[config.mk]
export PLATFORM = sky130hd
export DESIGN_NAME = rf_write_scheduler_flat
export DESIGN_NICKNAME = d
export VERILOG_FILES = /design/src/rtl/rf_write_scheduler_if.sv /design/src/rtl/rf_write_scheduler.sv /design/src/flat_wrapper.sv
export SDC_FILE = /design/constraint.sdc
export NUM_CORES = 1
export LEC_CHECK = 0
export BUFFER_PORTS_ARGS = -buffer_cell sky130_fd_sc_hd__buf_2
export CORE_UTILIZATION = 51
export DETAILED_ROUTE_END_ITERATION = 10
export PLACE_DENSITY_LB_ADDON = 0.25
export RECOVER_POWER = 100
export SLEW_MARGIN = 20
export SYNTH_ARGS = -nofsm -noshare
export SYNTH_HDL_FRONTEND = slang
export SYNTH_SLANG_ARGS = --single-unit
[constraint.sdc]
create_clock -name clk -period 4.45 [get_ports clk]
set_input_delay 0.6675 -clock clk [delete_from_list [all_inputs] [get_ports clk]]
set_output_delay 0.6675 -clock clk [all_outputs]
set_load 0.005 [all_outputs]
[src/rtl/rf_write_scheduler_if.sv]
// rf_write_scheduler_if: writeback, MDU handshake, issue/decode hazard and register-file write port signals
interface rf_write_scheduler_if #(parameter int DATA_W = 32);
  logic wb_we;
  logic [4:0] wb_wa;
  logic [DATA_W-1:0] wb_wd;
  logic mdu_valid;
  logic mdu_ready;
  logic [4:0] mdu_wa;
  logic [DATA_W-1:0] mdu_wd;
  logic iss_valid;
  logic [4:0] iss_rd;
  logic [4:0] dec_ra1;
  logic [4:0] dec_ra2;
  logic dec_we;
  logic [4:0] dec_wa;
  logic stall;
  logic rf_we3;
  logic [4:0] rf_wa3;
  logic [DATA_W-1:0] rf_wd3;
  logic [31:0] busy;
  modport master (
    output wb_we, wb_wa, wb_wd, mdu_valid, mdu_wa, mdu_wd, iss_valid, iss_rd,
           dec_ra1, dec_ra2, dec_we, dec_wa,
    input  mdu_ready, stall, rf_we3, rf_wa3, rf_wd3, busy
  );
  modport slave (
    input  wb_we, wb_wa, wb_wd, mdu_valid, mdu_wa, mdu_wd, iss_valid, iss_rd,
           dec_ra1, dec_ra2, dec_we, dec_wa,
    output mdu_ready, stall, rf_we3, rf_wa3, rf_wd3, busy
  );
endinterface

[src/rtl/rf_write_scheduler.sv]
// rf_write_scheduler: register-file write-port arbiter, MDU result FIFO and busy scoreboard; RF_WAW_CHECK_EN adds a WAW decode stall
module rf_write_scheduler #(
  parameter int DATA_W = 32,
  parameter int BUF_DEPTH = 2
) (
  input logic clk,
  input logic reset,
  rf_write_scheduler_if.slave bus
);
  typedef enum logic [1:0] {EMPTY, PARTIAL, FULL} st_t;
  st_t st, st_nxt;
  logic [4:0] fa [4];
  logic [DATA_W-1:0] fd [4];
  logic [1:0] rp, wp;
  logic [2:0] cnt, cnt_nxt;
  logic rdy, nonempty, wb_req, push, pop, hz, stl;
  logic we, src;
  logic [4:0] wa;
  logic [DATA_W-1:0] wd;
  logic [31:0] busy, set_m, clr_m;
  // writeback owns the port; the buffer drains only when writeback is idle, r0 results are dropped
  always_comb begin
    wb_req = bus.wb_we && bus.wb_wa != 5'd0;
    push = bus.mdu_valid && rdy && bus.mdu_wa != 5'd0;
    pop = nonempty && !wb_req;
    cnt_nxt = cnt + 3'(push) - 3'(pop);
  end
  // occupancy state register
  always_ff @(posedge clk) st <= reset ? EMPTY : st_nxt;
  // next occupancy from the post-transfer count
  always_comb st_nxt = cnt_nxt == 3'd0 ? EMPTY : cnt_nxt == 3'(BUF_DEPTH) ? FULL : PARTIAL;
  // ready and drain come from registered occupancy, so a pop never raises ready in the same cycle
  always_comb begin
    rdy = !reset && st != FULL;
    nonempty = st != EMPTY;
  end
  // FIFO pointers and count; reset flushes the buffer
  always_ff @(posedge clk)
    if (reset) begin
      rp <= 2'd0;
      wp <= 2'd0;
      cnt <= 3'd0;
    end else begin
      rp <= pop ? (rp == 2'(BUF_DEPTH - 1) ? 2'd0 : rp + 2'd1) : rp;
      wp <= push ? (wp == 2'(BUF_DEPTH - 1) ? 2'd0 : wp + 2'd1) : wp;
      cnt <= cnt_nxt;
    end
  // FIFO entry storage
  always_ff @(posedge clk)
    if (push) begin
      fa[wp] <= bus.mdu_wa;
      fd[wp] <= bus.mdu_wd;
    end
  // registered write port; src marks writes that came from the MDU buffer
  always_ff @(posedge clk)
    if (reset) begin
      we <= 1'b0;
      wa <= 5'd0;
      wd <= '0;
      src <= 1'b0;
    end else begin
      we <= wb_req || pop;
      wa <= wb_req ? bus.wb_wa : pop ? fa[rp] : 5'd0;
      wd <= wb_req ? bus.wb_wd : pop ? fd[rp] : '0;
      src <= pop;
    end
  // decode hazard stall from registered scoreboard and current decode inputs
  always_comb begin
    hz = (busy[bus.dec_ra1] && bus.dec_ra1 != 5'd0) || (busy[bus.dec_ra2] && bus.dec_ra2 != 5'd0) ||
         (bus.iss_valid && busy[bus.iss_rd]);
`ifdef RF_WAW_CHECK_EN
    hz = hz || (bus.dec_we && bus.dec_wa != 5'd0 && busy[bus.dec_wa]);
`endif
    stl = !reset && hz;
  end
`ifndef RF_WAW_CHECK_EN
  logic unused_dec;
  assign unused_dec = ^{bus.dec_we, bus.dec_wa};
`endif
  // scoreboard set on accepted issue, clear one cycle after the MDU write lands
  always_comb begin
    set_m = (bus.iss_valid && !stl && bus.iss_rd != 5'd0) ? 32'd1 << bus.iss_rd : 32'd0;
    clr_m = (we && src) ? 32'd1 << wa : 32'd0;
  end
  // scoreboard register; set wins over clear, r0 never busy
  always_ff @(posedge clk) busy <= reset ? 32'd0 : ((busy & ~clr_m) | set_m) & 32'hFFFF_FFFE;
  assign bus.mdu_ready = rdy;
  assign bus.stall = stl;
  assign bus.rf_we3 = we;
  assign bus.rf_wa3 = wa;
  assign bus.rf_wd3 = wd;
  assign bus.busy = busy;
endmodule

[src/flat_wrapper.sv]
// flat-port wrapper written by rule: the top's interface ports become plain ports
module rf_write_scheduler_flat 
#(
  parameter int DATA_W = 32,
  parameter int BUF_DEPTH = 2
)
  (clk, reset, bus_wb_we, bus_wb_wa, bus_wb_wd, bus_mdu_valid, bus_mdu_wa, bus_mdu_wd, bus_iss_valid, bus_iss_rd, bus_dec_ra1, bus_dec_ra2, bus_dec_we, bus_dec_wa, bus_mdu_ready, bus_stall, bus_rf_we3, bus_rf_wa3, bus_rf_wd3, bus_busy);
  rf_write_scheduler_if #(.DATA_W(DATA_W)) bus_i ();
  input logic clk;
  input logic reset;
  input wire logic [$bits(bus_i.wb_we)-1:0] bus_wb_we;
  input wire logic [$bits(bus_i.wb_wa)-1:0] bus_wb_wa;
  input wire logic [$bits(bus_i.wb_wd)-1:0] bus_wb_wd;
  input wire logic [$bits(bus_i.mdu_valid)-1:0] bus_mdu_valid;
  input wire logic [$bits(bus_i.mdu_wa)-1:0] bus_mdu_wa;
  input wire logic [$bits(bus_i.mdu_wd)-1:0] bus_mdu_wd;
  input wire logic [$bits(bus_i.iss_valid)-1:0] bus_iss_valid;
  input wire logic [$bits(bus_i.iss_rd)-1:0] bus_iss_rd;
  input wire logic [$bits(bus_i.dec_ra1)-1:0] bus_dec_ra1;
  input wire logic [$bits(bus_i.dec_ra2)-1:0] bus_dec_ra2;
  input wire logic [$bits(bus_i.dec_we)-1:0] bus_dec_we;
  input wire logic [$bits(bus_i.dec_wa)-1:0] bus_dec_wa;
  output wire logic [$bits(bus_i.mdu_ready)-1:0] bus_mdu_ready;
  output wire logic [$bits(bus_i.stall)-1:0] bus_stall;
  output wire logic [$bits(bus_i.rf_we3)-1:0] bus_rf_we3;
  output wire logic [$bits(bus_i.rf_wa3)-1:0] bus_rf_wa3;
  output wire logic [$bits(bus_i.rf_wd3)-1:0] bus_rf_wd3;
  output wire logic [$bits(bus_i.busy)-1:0] bus_busy;
  assign bus_i.wb_we = bus_wb_we;
  assign bus_i.wb_wa = bus_wb_wa;
  assign bus_i.wb_wd = bus_wb_wd;
  assign bus_i.mdu_valid = bus_mdu_valid;
  assign bus_i.mdu_wa = bus_mdu_wa;
  assign bus_i.mdu_wd = bus_mdu_wd;
  assign bus_i.iss_valid = bus_iss_valid;
  assign bus_i.iss_rd = bus_iss_rd;
  assign bus_i.dec_ra1 = bus_dec_ra1;
  assign bus_i.dec_ra2 = bus_dec_ra2;
  assign bus_i.dec_we = bus_dec_we;
  assign bus_i.dec_wa = bus_dec_wa;
  assign bus_mdu_ready = bus_i.mdu_ready;
  assign bus_stall = bus_i.stall;
  assign bus_rf_we3 = bus_i.rf_we3;
  assign bus_rf_wa3 = bus_i.rf_wa3;
  assign bus_rf_wd3 = bus_i.rf_wd3;
  assign bus_busy = bus_i.busy;
  rf_write_scheduler #(.DATA_W(DATA_W), .BUF_DEPTH(BUF_DEPTH)) u_core (.clk(clk), .reset(reset), .bus(bus_i));
endmodule
# Word-level counts from Yosys, hierarchy flattened
# Memory sizes are Yosys's and may differ from the RTL's. A register that Yosys moved wholly into a read port is not among the register bits.
# Index checks and enable logic that the tools add are counted.
# classes
eq_ne,4
mux,21
shifts,2
n_reduce_logical,26
addsub,4
order_cmp,3
bitwise,3
# ops
op,count
$mux 32,4
$shl 1x5->32 const A,2
$and 32x32->32,1
$not 32->32,1
$or 32x32->32,1
$reduce_bool 5->1,5
$lt 5x6->1 const B,3
$bmux 1 s5,3
$mux 2,7
$logic_and 1x1->1,12
$mux 5,2
$mux 1,5
$add 2x1->2 const B,2
$eq 2x1->1 const B,2
$add 3x1->3,1
$eq 3x2->1 const B,1
$logic_not 1->1,3
$logic_not 3->1,1
$logic_or 1x1->1,3
$sub 3x1->3,1
$ne 2x2->1 const B,1
$reduce_bool 2->1,1
$reduce_or 2->1,1
# totals
ramBits,148
inputBits,100
n_memories,2
regBits,79
wordCells,74
# mem_list
name,depth,width,rd,rd_clocked_by_memory_dff,write_ports,line,rtl
u_core.fd,4,32,1,1,1,rf_write_scheduler.sv:13,logic [DATA_W-1:0] fd [4];
u_core.fa,4,5,1,1,1,rf_write_scheduler.sv:12,logic [4:0] fa [4];

# Logic depth before layout (Yosys ltp)
# Gate-level depths: netlist of the first run.
# logic_depth
ltp_word,11
mapped_depth,11
mapped_depth_nobuf,11

# Worst setup path after synthesis of the first run
# OpenSTA, ideal clock, no wires.
# synth_path
kind,input -> register
from,in reset
to,"mem u_core.fa[0][0], enable pin"
path_buffers,1
setup_slack_ns,-0.186
arrival_time_ns,4.151
cell_stages,5
setup_time_ns,0.485
path_cell_list,clkbuf_8 > a21oi_1 > nand2_1 > a21oi_1 > nor3b_1
# synth_via
elab_chain_len,6
# synth_lines
element,line,rtl
"start, declared",flat_wrapper.sv:10,input logic reset;
$logic_not 1->1,rf_write_scheduler.sv:34,rdy = !reset && st != FULL;
$logic_and 1x1->1,rf_write_scheduler.sv:34,
named net bus_mdu_ready,flat_wrapper.sv:23,output wire logic [$bits(bus_i.mdu_ready)-1:0] bus_mdu_ready;
$logic_and 1x1->1 (2 in series),rf_write_scheduler.sv:24,push = bus.mdu_valid && rdy && bus.mdu_wa != 5'd0;
named net u_core.push,rf_write_scheduler.sv:16,"logic rdy, nonempty, wb_req, push, pop, hz, stl;"
$mux 1,rf_write_scheduler.sv:50,if (push) begin
$mux 1 (not written as such),rf_write_scheduler.sv:51,fa[wp] <= bus.mdu_wa;
"end, declared",rf_write_scheduler.sv:12,
# The timed path passes the listed nets, and every way through them passes these cells.

# Worst setup path after layout of the first run
# layout_path
from,reg u_core.st[0]
to,"mem u_core.fd[2][16], enable pin"
# layout_via
elab_chain_len,6
# layout_lines
element,line,rtl
"start, declared",rf_write_scheduler.sv:11,"st_t st, st_nxt;"
"start signal, assigned",rf_write_scheduler.sv:29,always_ff @(posedge clk) st <= reset ? EMPTY : st_nxt;
$ne 2x2->1,rf_write_scheduler.sv:34,
$logic_and 1x1->1,rf_write_scheduler.sv:34,
$logic_and 1x1->1 (2 in series),rf_write_scheduler.sv:24,
named net u_core.push,rf_write_scheduler.sv:16,
$mux 1,rf_write_scheduler.sv:50,
$mux 1 (not written as such),rf_write_scheduler.sv:52,fd[wp] <= bus.mdu_wd;
"end, declared",rf_write_scheduler.sv:13,
# The timed path passes the listed nets, and every way through them passes these cells.

==> results.ini, run 1 <==
[timing]
worst_slack_ns = 0.879
fin_setup_tns_ns = 0
setup_viol = 0
slew_headroom_pct = -57.7
min_period_ns = 3.57
fmax_ghz = 0.280
rsz0062_at_grt = no
finalClockSkew_ns = 0.00739
timing.final.crit_share_pct = 80.2
slew_violations = 108
hold_viol = 0
tightest_slew_ns = 2.36

[die]
core-area_mm2 = 0.0188
die_w_um = 140
die_y_um = 140
dieArea_mm2 = 0.0197
io_pins = 172
placementRows = 50
start_util_pct = 52.1

[worst_setup_path]
cp-start-kind = flop
crit_type = reg -> reg
critPathCaptureType = flop
path_max_fanout = 37
critPathRequiredTime_ns = 4.54
cp_data_arrival_time_ns = 3.66

[power_and_ir_drop]
swShare_pct = 24.1
p_leak_nw = 3.94
pwr-share-clk_pct = 37.8
netSwitchingPower_mw = 1.25
powerDensity_mw_per_mm2 = 465
intPower_mw = 3.95
peakVddDrop_v = 0.000391
combPwrFrac_pct = 14.1
p_seq_share_pct = 48.1

[clock_network]
cts_tree = yes
cts_max_level = 1
postCtsHoldBufs = 0
cts_buffer_depth = 3
post-cts-setup-buffers = 0
numCtsBuffers = 23
clock-root-buffer = clkbuf_16
ctsResizeCount = 0
clock_sinks = 229
worstSkewPairLatency_ns = 0.52
clk_pin_slew_worst_paths_ns = 0.06

[grt]
met1_usage_pct = 28.1
grt_use_met2_pct = 39.0
antenna_found_initial = 5
grt_pass1_wl_mm = 33.9
grt_max_degree = 54
grt_remaining_overflow = 0
grt-busiest-layer = met2
grt_pass1_vias = 6250
use_met3_pct = 5.23
track_usage_pct = 22.4

[finish]
n_fill_cell = 1519
drive_gt1_share_pct = 29.5
fin_nets = 860
finalInstanceArea_mm2 = 0.0112
area_growth_pct = 14.3

[routing]
first_pass_iters = 5
avgViaCountPerCell = 6.00
num_vias = 6073
drtIter0Drc = 366
routed_wl_mm = 21.9
drc = 0
antenna_left = 0
wl_per_cell_um = 21.6

[worst_hold_path]
hold_class = in -> reg

[logic_synthesis]
synth-warning-count = 0
synth_seq_cells = 229
synth_most_common_cell = edfxtp_1
syn_area_mm2 = 0.00978
synth_nets = 705
ys.flop_type = edfxtp_1
synth_edf_count = 148
avgSynthCellArea_um2 = 16.2
async_flop_share_pct = 0
yosysTopAreaCell = edfxtp_1
yosysTopAreaCellShare_pct = 45.4
synth-seq-area-share_pct = 62.0
synthCells = 602
synthDistinctLibCells = 67
synth_common_cells = 148 x edfxtp_1, 81 x dfxtp_1, 49 x mux4_2
synth_area_leaders = edfxtp_1 45%, dfxtp_1 17%, mux4_2 11%, o41ai_2 3.7%, a22o_1 3.2%

[job]
drv_cap = 3

[placement]
place_area_mm2 = 0.0107
finalWeightedCongestion = 0.857
preCtsSetupSlack_ns = 0.869
portBuffers = 164
post-dp-hpwl_mm = 14.4

[run_status]
failed_checks = capacitance limit, slew limit
status = complete, but fails checks

[per-layer routing]
layer  part of all wire, %  vias to the layer above
li1                      -                     2733
met1                    40                     3070
met5                 0.037                        -
met4                   1.8                        2
met2                    50                      226
met3                   7.2                       42
[cells by family after synthesis]
family                     after synthesis  share of synthesized area [%]
DFF                                    229                           62.0
and+or+nand+nor                        137                           8.67
AOI/OAI and AO/OA                      110                           10.8
muxes                                   70                           14.0
buffers and inverters                   48                           3.63
xor gates and xnor gates                 4                          0.358
adders and majority gates                3                          0.460
other                                    1                         0.0383
[cell type report]
class | count | area [um2] | share of cell area, %
Sequential cell | 229 | 6070 | 54.3
Tap cell | 234 | 293 | 2.62
Inverter | 6 | 22.5 | 0.201
Antenna cell | 4 | 10.0 | 0.0896
Clock buffer | 30 | 623 | 5.57
Multi-Input combinational cell | 325 | 3230 | 28.9
Clock inverter | 12 | 151 | 1.35
Timing Repair Buffer | 172 | 779 | 6.97
[path summary, 6_finish.rpt]
kind | startpoint | to | slack, ns | cells after the start
min | bus_wb_wd[2] | u_core.bus.rf_wd3[2] | 0.37 | 2
max | u_core.st[0] | u_core.fd[2][16] | 0.88 | 6
max reg2reg | u_core.st[0] | u_core.fd[2][16] | 0.88 | 6
min reg2reg | u_core.rp[1] | flop | 0.44 | 2
[registers in the layout, indices dropped and copies added, names as in the netlist, 2 cells and up, named ones only]
name,count
u_core.fd,128
u_core.bus.rf_wd3,32
u_core.bus.busy,31
u_core.fa,20
u_core.bus.rf_wa3,5
u_core.cnt,3
u_core.rp,2
u_core.st,2
u_core.wp,2
[through the flow]
step,power (mW),std cells,util [%],hold WS [ns]
2_1_floorplan,3.07,602,-,0.421
3_3_place_gp,3.28,966,56.8,0.425
3_5_place_dp,3.31,966,56.8,0.435
4_1_cts,5.28,1008,60.9,0.339
5_1_grt,5.39,1010,59.5,0.358
6_report,5.20,1012,59.6,0.365
[critical path: stages (launching register included)]
cell	delay, ns
dfxtp_1	0.37
inv_1	0.06
a21oi_1	0.21
nand2_1	0.12
a21oi_1	0.42
and3b_2	0.25
clkbuf_1	1.66
[power groups by stage]
stage | Clock (mW) | Combinational, mW | Sequential (mW)
floorplan | 0 | 0.565 | 2.50
global placement | 0 | 0.734 | 2.54
detailed placement | 0 | 0.760 | 2.55
CTS | 2.00 | 0.768 | 2.51
global route | 2.08 | 0.794 | 2.52
finish | 1.97 | 0.731 | 2.50
[layout by cell type, fill, tap and decap left out, drive strengths merged, types with 4 or more instances in the layout]
master	count
a21oi	7
a22o	36
a31oi	4
and2b	13
buf	97
clkbuf	105
clkinv	7
dfxtp	81
diode	4
edfxtp	148
inv	8
mux2	6
mux2i	12
mux4	52
nand2	27
nand3	10
nand3b	22
nand4	6
nor2	14
nor2b	13
nor3b	8
o21ai	18
o31ai	8
o41ai	24
xnor2	4
Power figures use the tool's default switching activity.
==> run 2, diff against run 1 <==
==> constraint.sdc (replaced) <==
create_clock -name clk -period 3.2 [get_ports clk]
set_input_delay 0.48 -clock clk [delete_from_list [all_inputs] [get_ports clk]]
set_output_delay 0.48 -clock clk [all_outputs]
set_load 0.005 [all_outputs]
==> results.ini, run 2 (synthesis gave the netlist of run 1 again) <==
[run_status]
status = completed  ; was complete, but fails checks

[worst_setup_path]
critPathBufInv = 1  ; was 2
max_stage_delay_ns = 0.52  ; was 1.66 ns
crit_type = reg -> out  ; was reg -> reg
critPathTopFamily = multiplexers  ; was buffers and inverters
critPathCaptureType = output pin  ; was flop
cp-start-kind = flop  ; unchanged
path_max_fanout = 5  ; was 37
cp_slowest_cell = mux4_1  ; was clkbuf_1
crit_chain = mux4_1 -> mux2i_1 -> nor3b_1 -> nor4_2 -> nand3_2 -> o21ba_1 -> buf_2  ; was inv_1 -> a21oi_1 -> nand2_1 -> a21oi_1 -> and3b_2 -> clkbuf_1
critPathRequiredTime_ns = 2.72  ; was 4.54 ns
cp_data_arrival_time_ns = 2.41  ; was 3.66 ns
reg2reg_slack_ns = 0.45  ; was 0.88 ns

[routing]
first_pass_iters = 6  ; was 5
routed_wl_mm = 22.0  ; was 21.9 mm
antenna_left = 0  ; unchanged
avgViaCountPerCell = 6.01  ; was 6.00
num_vias = 6125  ; was 6,073
drtIter0Drc = 391  ; was 366
wl_per_cell_um = 21.6  ; about the same
drc = 0  ; unchanged

[die]
core-area_mm2 = 0.0188  ; unchanged
placementRows = 50  ; unchanged
start_util_pct = 52.1  ; unchanged
io_pins = 172  ; unchanged
die_y_um = 140  ; unchanged
dieArea_mm2 = 0.0197  ; unchanged
die_w_um = 140  ; unchanged

[grt]
use_met3_pct = 4.10  ; was 5.23%
grt_use_met2_pct = 39.7  ; was 39.0%
track_usage_pct = 22.7  ; was 22.4%
grt_pass1_wl_mm = 34.3  ; was 33.9 mm
grt_remaining_overflow = 0  ; unchanged
antenna_found_initial = 1  ; was 5
met1_usage_pct = 28.8  ; was 28.1%
grt_max_degree = 54  ; unchanged
grt-busiest-layer = met2  ; unchanged
grt_pass1_vias = 6197  ; was 6,250

[timing]
rsz0062_at_grt = no  ; unchanged
timing.final.crit_share_pct = 90.3
fmax_ghz = 0.346
hold_viol = 0  ; unchanged
setup_viol = 0  ; unchanged
slew_headroom_pct = 17.9  ; was -57.7%
fin_setup_tns_ns = 0  ; unchanged
finalClockSkew_ns = 0.0127  ; was 0.00739 ns
tightest_slew_ns = 1.23  ; was 2.36 ns
min_period_ns = 2.89
slew_violations = 0  ; was 108

[clock_network]
cts_buffer_depth = 3  ; unchanged
cts_tree = yes  ; unchanged
cts_max_level = 1  ; unchanged
worstSkewPairLatency_ns = 0.52  ; about the same
ctsResizeCount = 0  ; unchanged
clock_sinks = 229  ; unchanged
clock-root-buffer = clkbuf_16  ; unchanged
clk_pin_slew_worst_paths_ns = 0.06  ; about the same
postCtsHoldBufs = 0  ; unchanged
post-cts-setup-buffers = 0  ; unchanged
numCtsBuffers = 23  ; unchanged

[finish]
layout_common_cells = 148 x edfxtp_1, 99 x buf_2, 80 x dfxtp_1  ; was 148 x edfxtp_1, 94 x buf_2, 80 x dfxtp_1
regMostFlops = u_core.fd  ; unchanged
drive_gt1_share_pct = 29.8  ; was 29.5%
area_growth_pct = 14.9  ; was 14.3%
finalInstanceArea_mm2 = 0.0112  ; about the same
largest_reg_flops = 128  ; unchanged
final_cells = 1019  ; was 1,012
fin_nets = 870  ; was 860
n_fill_cell = 1467  ; was 1,519
final_common_cell = edfxtp_1  ; unchanged

[power_and_ir_drop]
peakVddDrop_v = 0.000497  ; was 0.000391 V
powerDensity_mw_per_mm2 = 651  ; was 465 mW/mm2
p_leak_nw = 4.00  ; was 3.94 nW

[job]
drv_cap = 0  ; was 3

[placement]
post-dp-hpwl_mm = 14.7  ; was 14.4 mm
finalWeightedCongestion = 0.854  ; was 0.857
portBuffers = 164  ; unchanged
place_area_mm2 = 0.0108  ; was 0.0107 mm2
place_inst = 976  ; was 966

[worst_hold_path]
hold_class = in -> reg  ; unchanged

## run 2: path summary, 6_finish.rpt
check                                    startpoint               endpoint  depth (start not counted)
worst min register to register         u_core.rp[1]                   flop                          2
worst min-delay path                  bus_wb_wd[21]  u_core.bus.rf_wd3[21]                          2
worst max-delay path            u_core.bus.busy[20]              bus_stall                          7
worst max register to register         u_core.st[0]       u_core.fd[0][24]                          7
## run 2: power breakdown
| group | leakage (nW) | switching (mW) | internal, mW | total, mW |
|---|---|---|---|---|
| clock | 0.388 | 1.10 | 1.70 | 2.80 |
| combinational | 1.60 | 0.502 | 0.535 | 1.04 |
| sequential | 2.01 | 0.141 | 3.34 | 3.48 |
## run 2: layout make-up
class	instances	area (um2)	share of cell area [%]
clock buffer	28	614	5.47
clock inverter	14	186	1.66
timing repair buffer	182	850	7.56
multi-input combinational	325	3200	28.5
sequential	229	6070	54.0
inverter	6	22.5	0.200
antenna	1	2.50	0.0223
tap	234	293	2.60
## run 2: per-stage QoR
stage | power (mW) | worst slack (ns) | hold slack (ns) | utilization, %
5_1_grt | 7.58 | 0.161 | 0.167 | 59.9
4_1_cts | 7.44 | 0.264 | 0.157 | 61.6
3_5_place_dp | 4.65 | 0.0534 | 0.434 | 57.3
2_1_floorplan | 4.26 | 0.0575 | 0.421 | -
3_3_place_gp | 4.60 | 0.154 | 0.429 | 57.3
6_report | 7.32 | 0.311 | 0.172 | 59.9
## run 2: per-layer routing
metal,vias to the layer above,wire [um]
li1,2750,-
met1,3094,8900
met2,243,11200
met3,38,1480
met4,0,453
met5,-,0
==> run 3, diff against run 2 <==
--- a/config.mk
+++ b/config.mk
@@ -6,6 +6,7 @@
 export NUM_CORES = 1
 export LEC_CHECK = 0
 export BUFFER_PORTS_ARGS = -buffer_cell sky130_fd_sc_hd__buf_2
+export CORE_MARGIN = 2
 export CORE_UTILIZATION = 51
 export DETAILED_ROUTE_END_ITERATION = 10
 export PLACE_DENSITY_LB_ADDON = 0.25
==> constraint.sdc (replaced) <==
create_clock -name clk -period 3.2 [get_ports clk]
set_input_delay 0.16 -clock clk [delete_from_list [all_inputs] [get_ports clk]]
set_output_delay 0.16 -clock clk [all_outputs]
set_load 0.005 [all_outputs]
==> results.ini, run 3 (synthesis gave the netlist of run 1 again) <==
[run_status]
status = completed  ; unchanged

[routing]
num_vias = 6389  ; was 6,125
drtIter0Drc = 423  ; was 391
avgViaCountPerCell = 5.87  ; was 6.01
drc = 0  ; unchanged
wl_per_cell_um = 21.3  ; was 21.6 um
routed_wl_mm = 23.2  ; was 22.0 mm
first_pass_iters = 5  ; was 6
antenna_left = 0  ; unchanged

[finish]
finish.utilization_pct = 63.6  ; was 59.9%
fin_nets = 939  ; was 870
area_growth_pct = 22.1  ; was 14.9%
layout_common_cells = 148 x edfxtp_1, 97 x buf_2, 79 x dfxtp_1  ; was 148 x edfxtp_1, 99 x buf_2, 80 x dfxtp_1
largest_reg_flops = 128  ; unchanged
n_antenna_cell = 0  ; was 1
drive_gt1_share_pct = 27.2  ; was 29.8%
regMostFlops = u_core.fd  ; unchanged
final_common_cell = edfxtp_1  ; unchanged

[worst_setup_path]
critPathCaptureType = flop  ; was output pin
critPathBufInv = 3  ; was 1
max_stage_delay_ns = 0.55  ; was 0.52 ns
crit_type = in -> reg  ; was reg -> out
crit_chain = dlygate4sd3_1 -> clkbuf_1 -> or4_1 -> o21ai_1 -> o21a_1 -> ha_1 -> inv_1 -> ha_1 -> fa_1 -> xnor2_1 -> xnor2_1 -> nor2b_1 -> or2_2  ; was mux4_1 -> mux2i_1 -> nor3b_1 -> nor4_2 -> nand3_2 -> o21ba_1 -> buf_2
cp_data_arrival_time_ns = 3.33  ; was 2.41 ns
reg2regPathDepth = 6  ; was 7
critPathRequiredTime_ns = 3.59  ; was 2.72 ns
cp.depth = 13  ; was 7
cp_slowest_cell = dlygate4sd3_1  ; was mux4_1
critPathTopFamily = simple AND/OR/NAND/NOR gates  ; was multiplexers
startpoint = bus_wb_wa[3]  ; was u_core.bus.busy[20]
crit_end = u_core.st[0]  ; was bus_stall
cp-start-kind = primary input  ; was flop
reg2reg_from = u_core.st[0]  ; unchanged
path_max_fanout = 5  ; unchanged
reg2reg_slack_ns = 0.53  ; was 0.45 ns
rr_endpoint = u_core.fd[0][22]  ; was u_core.fd[0][24]

[power_and_ir_drop]
peakVddDrop_v = 0.000546  ; was 0.000497 V
p_leak_nw = 4.28  ; was 4.00 nW
powerDensity_mw_per_mm2 = 609  ; was 651 mW/mm2

[clock_network]
worstSkewPairLatency_ns = 0.51  ; was 0.52 ns
ctsResizeCount = 0  ; unchanged
cts_tree = yes  ; unchanged
clock-root-buffer = clkbuf_16  ; unchanged
clock_sinks = 229  ; unchanged
post-cts-setup-buffers = 0  ; unchanged
cts_buffer_depth = 3  ; unchanged
numCtsBuffers = 24  ; was 23
clk_pin_slew_worst_paths_ns = 0.06  ; about the same
postCtsHoldBufs = 75  ; was 0
cts_max_level = 1  ; unchanged

[placement]
portBuffers = 164  ; unchanged
finalWeightedCongestion = 0.877  ; was 0.854
post-dp-hpwl_mm = 14.6  ; was 14.7 mm

[timing]
finalClockSkew_ns = 0.00898  ; was 0.0127 ns
min_period_ns = 2.95  ; was 2.89 ns
hold_viol = 0  ; unchanged
timing.final.crit_share_pct = 92.0  ; was 90.3%
tightest_slew_ns = 1.12  ; was 1.23 ns
slew_headroom_pct = 25.5  ; was 17.9%
rsz0062_at_grt = no  ; unchanged
fin_setup_tns_ns = 0  ; unchanged
fmax_ghz = 0.339  ; was 0.346 GHz
slew_violations = 0  ; unchanged
setup_viol = 0  ; unchanged

[die]
placementRows = 50  ; unchanged
dieArea_mm2 = 0.0203  ; was 0.0197 mm2
core-area_mm2 = 0.0188  ; unchanged
start_util_pct = 52.1  ; unchanged
die_y_um = 142  ; was 140 um
io_pins = 172  ; unchanged
die_w_um = 142  ; was 140 um

[worst_hold_path]
hold_class = in -> reg  ; unchanged
holdPathStages = 3  ; was 2

[grt]
track_usage_pct = 22.8  ; was 22.7%
grt_pass1_vias = 6624  ; was 6,197
grt_max_degree = 54  ; unchanged
antenna_found_initial = 0  ; was 1
grt_pass1_wl_mm = 35.8  ; was 34.3 mm
grt_remaining_overflow = 0  ; unchanged

[job]
drv_cap = 0  ; unchanged

run 3: cell types whose count changed in the layout (fill, tap and decap cells not counted), sizes merged:
cell and delta:
dlygate4sd3 +75, clkbuf +9, buf -2, clkinvlp -2, diode -1, bufinv -4, clkinv -5, inv -1
run 3: worst min path at each step:
| stage | startpoint | endpoint | slack [ns] |
|---|---|---|---|
| 2_1_floorplan | bus_mdu_wa[0] | u_core.fa[0][0] | 0.26 |
| 3_3_place_gp | bus_mdu_wd[23] | u_core.fd[1][23] | 0.37 |
| 3_5_place_dp | bus_mdu_wd[21] | u_core.fd[2][21] | 0.38 |
| 4_1_cts | bus_iss_valid | u_core.bus.busy[24] | 0.03 |
| 5_1_grt | bus_iss_valid | u_core.bus.busy[26] | 0.04 |
| 6_report | bus_iss_valid | u_core.bus.busy[25] | 0.04 |
run 3: final cells by class:
| type | instances | area, um2 |
|---|---|---|
| Fill cell | 1426 | 6830 |
| Sequential cell | 229 | 6070 |
| Multi-Input combinational cell | 325 | 3210 |
| Timing Repair Buffer | 250 | 1570 |
| Clock buffer | 42 | 759 |
| Tap cell | 234 | 293 |
| Inverter | 6 | 22.5 |
| Clock inverter | 2 | 21.3 |
run 3: worst reg2reg max path, stage by stage, from the launching register on:
cell and delay (ns):
dfxtp_1 0.36, inv_1 0.05, a21oi_1 0.17, nand2_1 0.08
a21oi_1 0.44, nor3b_1 0.27, clkbuf_2 0.87
run 3: power by group:
group	total, mW	switching (mW)	internal (mW)
registers	3.46	0.117	3.34
clock network	2.67	1.07	1.60
logic	1.14	0.540	0.598
total	7.27	1.73	5.55
run 3: routing by layer:
metal,share of wire [%],vias up,GRT usage (%)
met5,0,-,0
li1,-,2892,-
met1,40,3243,28.8
met2,53,218,41.0
met3,5.3,36,3.53
met4,1.8,0,5.94
run 3: per-stage QoR:
step	total power [mW]	hold slack (ns)	cell area [um2]	worst slack, ns	cells
3_5_place_dp	4.63	0.376	10700	0.278	969
6_report	7.27	0.0382	11900	0.254	1088
4_1_cts	7.36	0.0306	12300	0.231	1088
3_3_place_gp	4.59	0.368	10700	0.373	969
5_1_grt	7.57	0.0399	11900	0.0323	1088
2_1_floorplan	4.26	0.259	9790	0.174	602
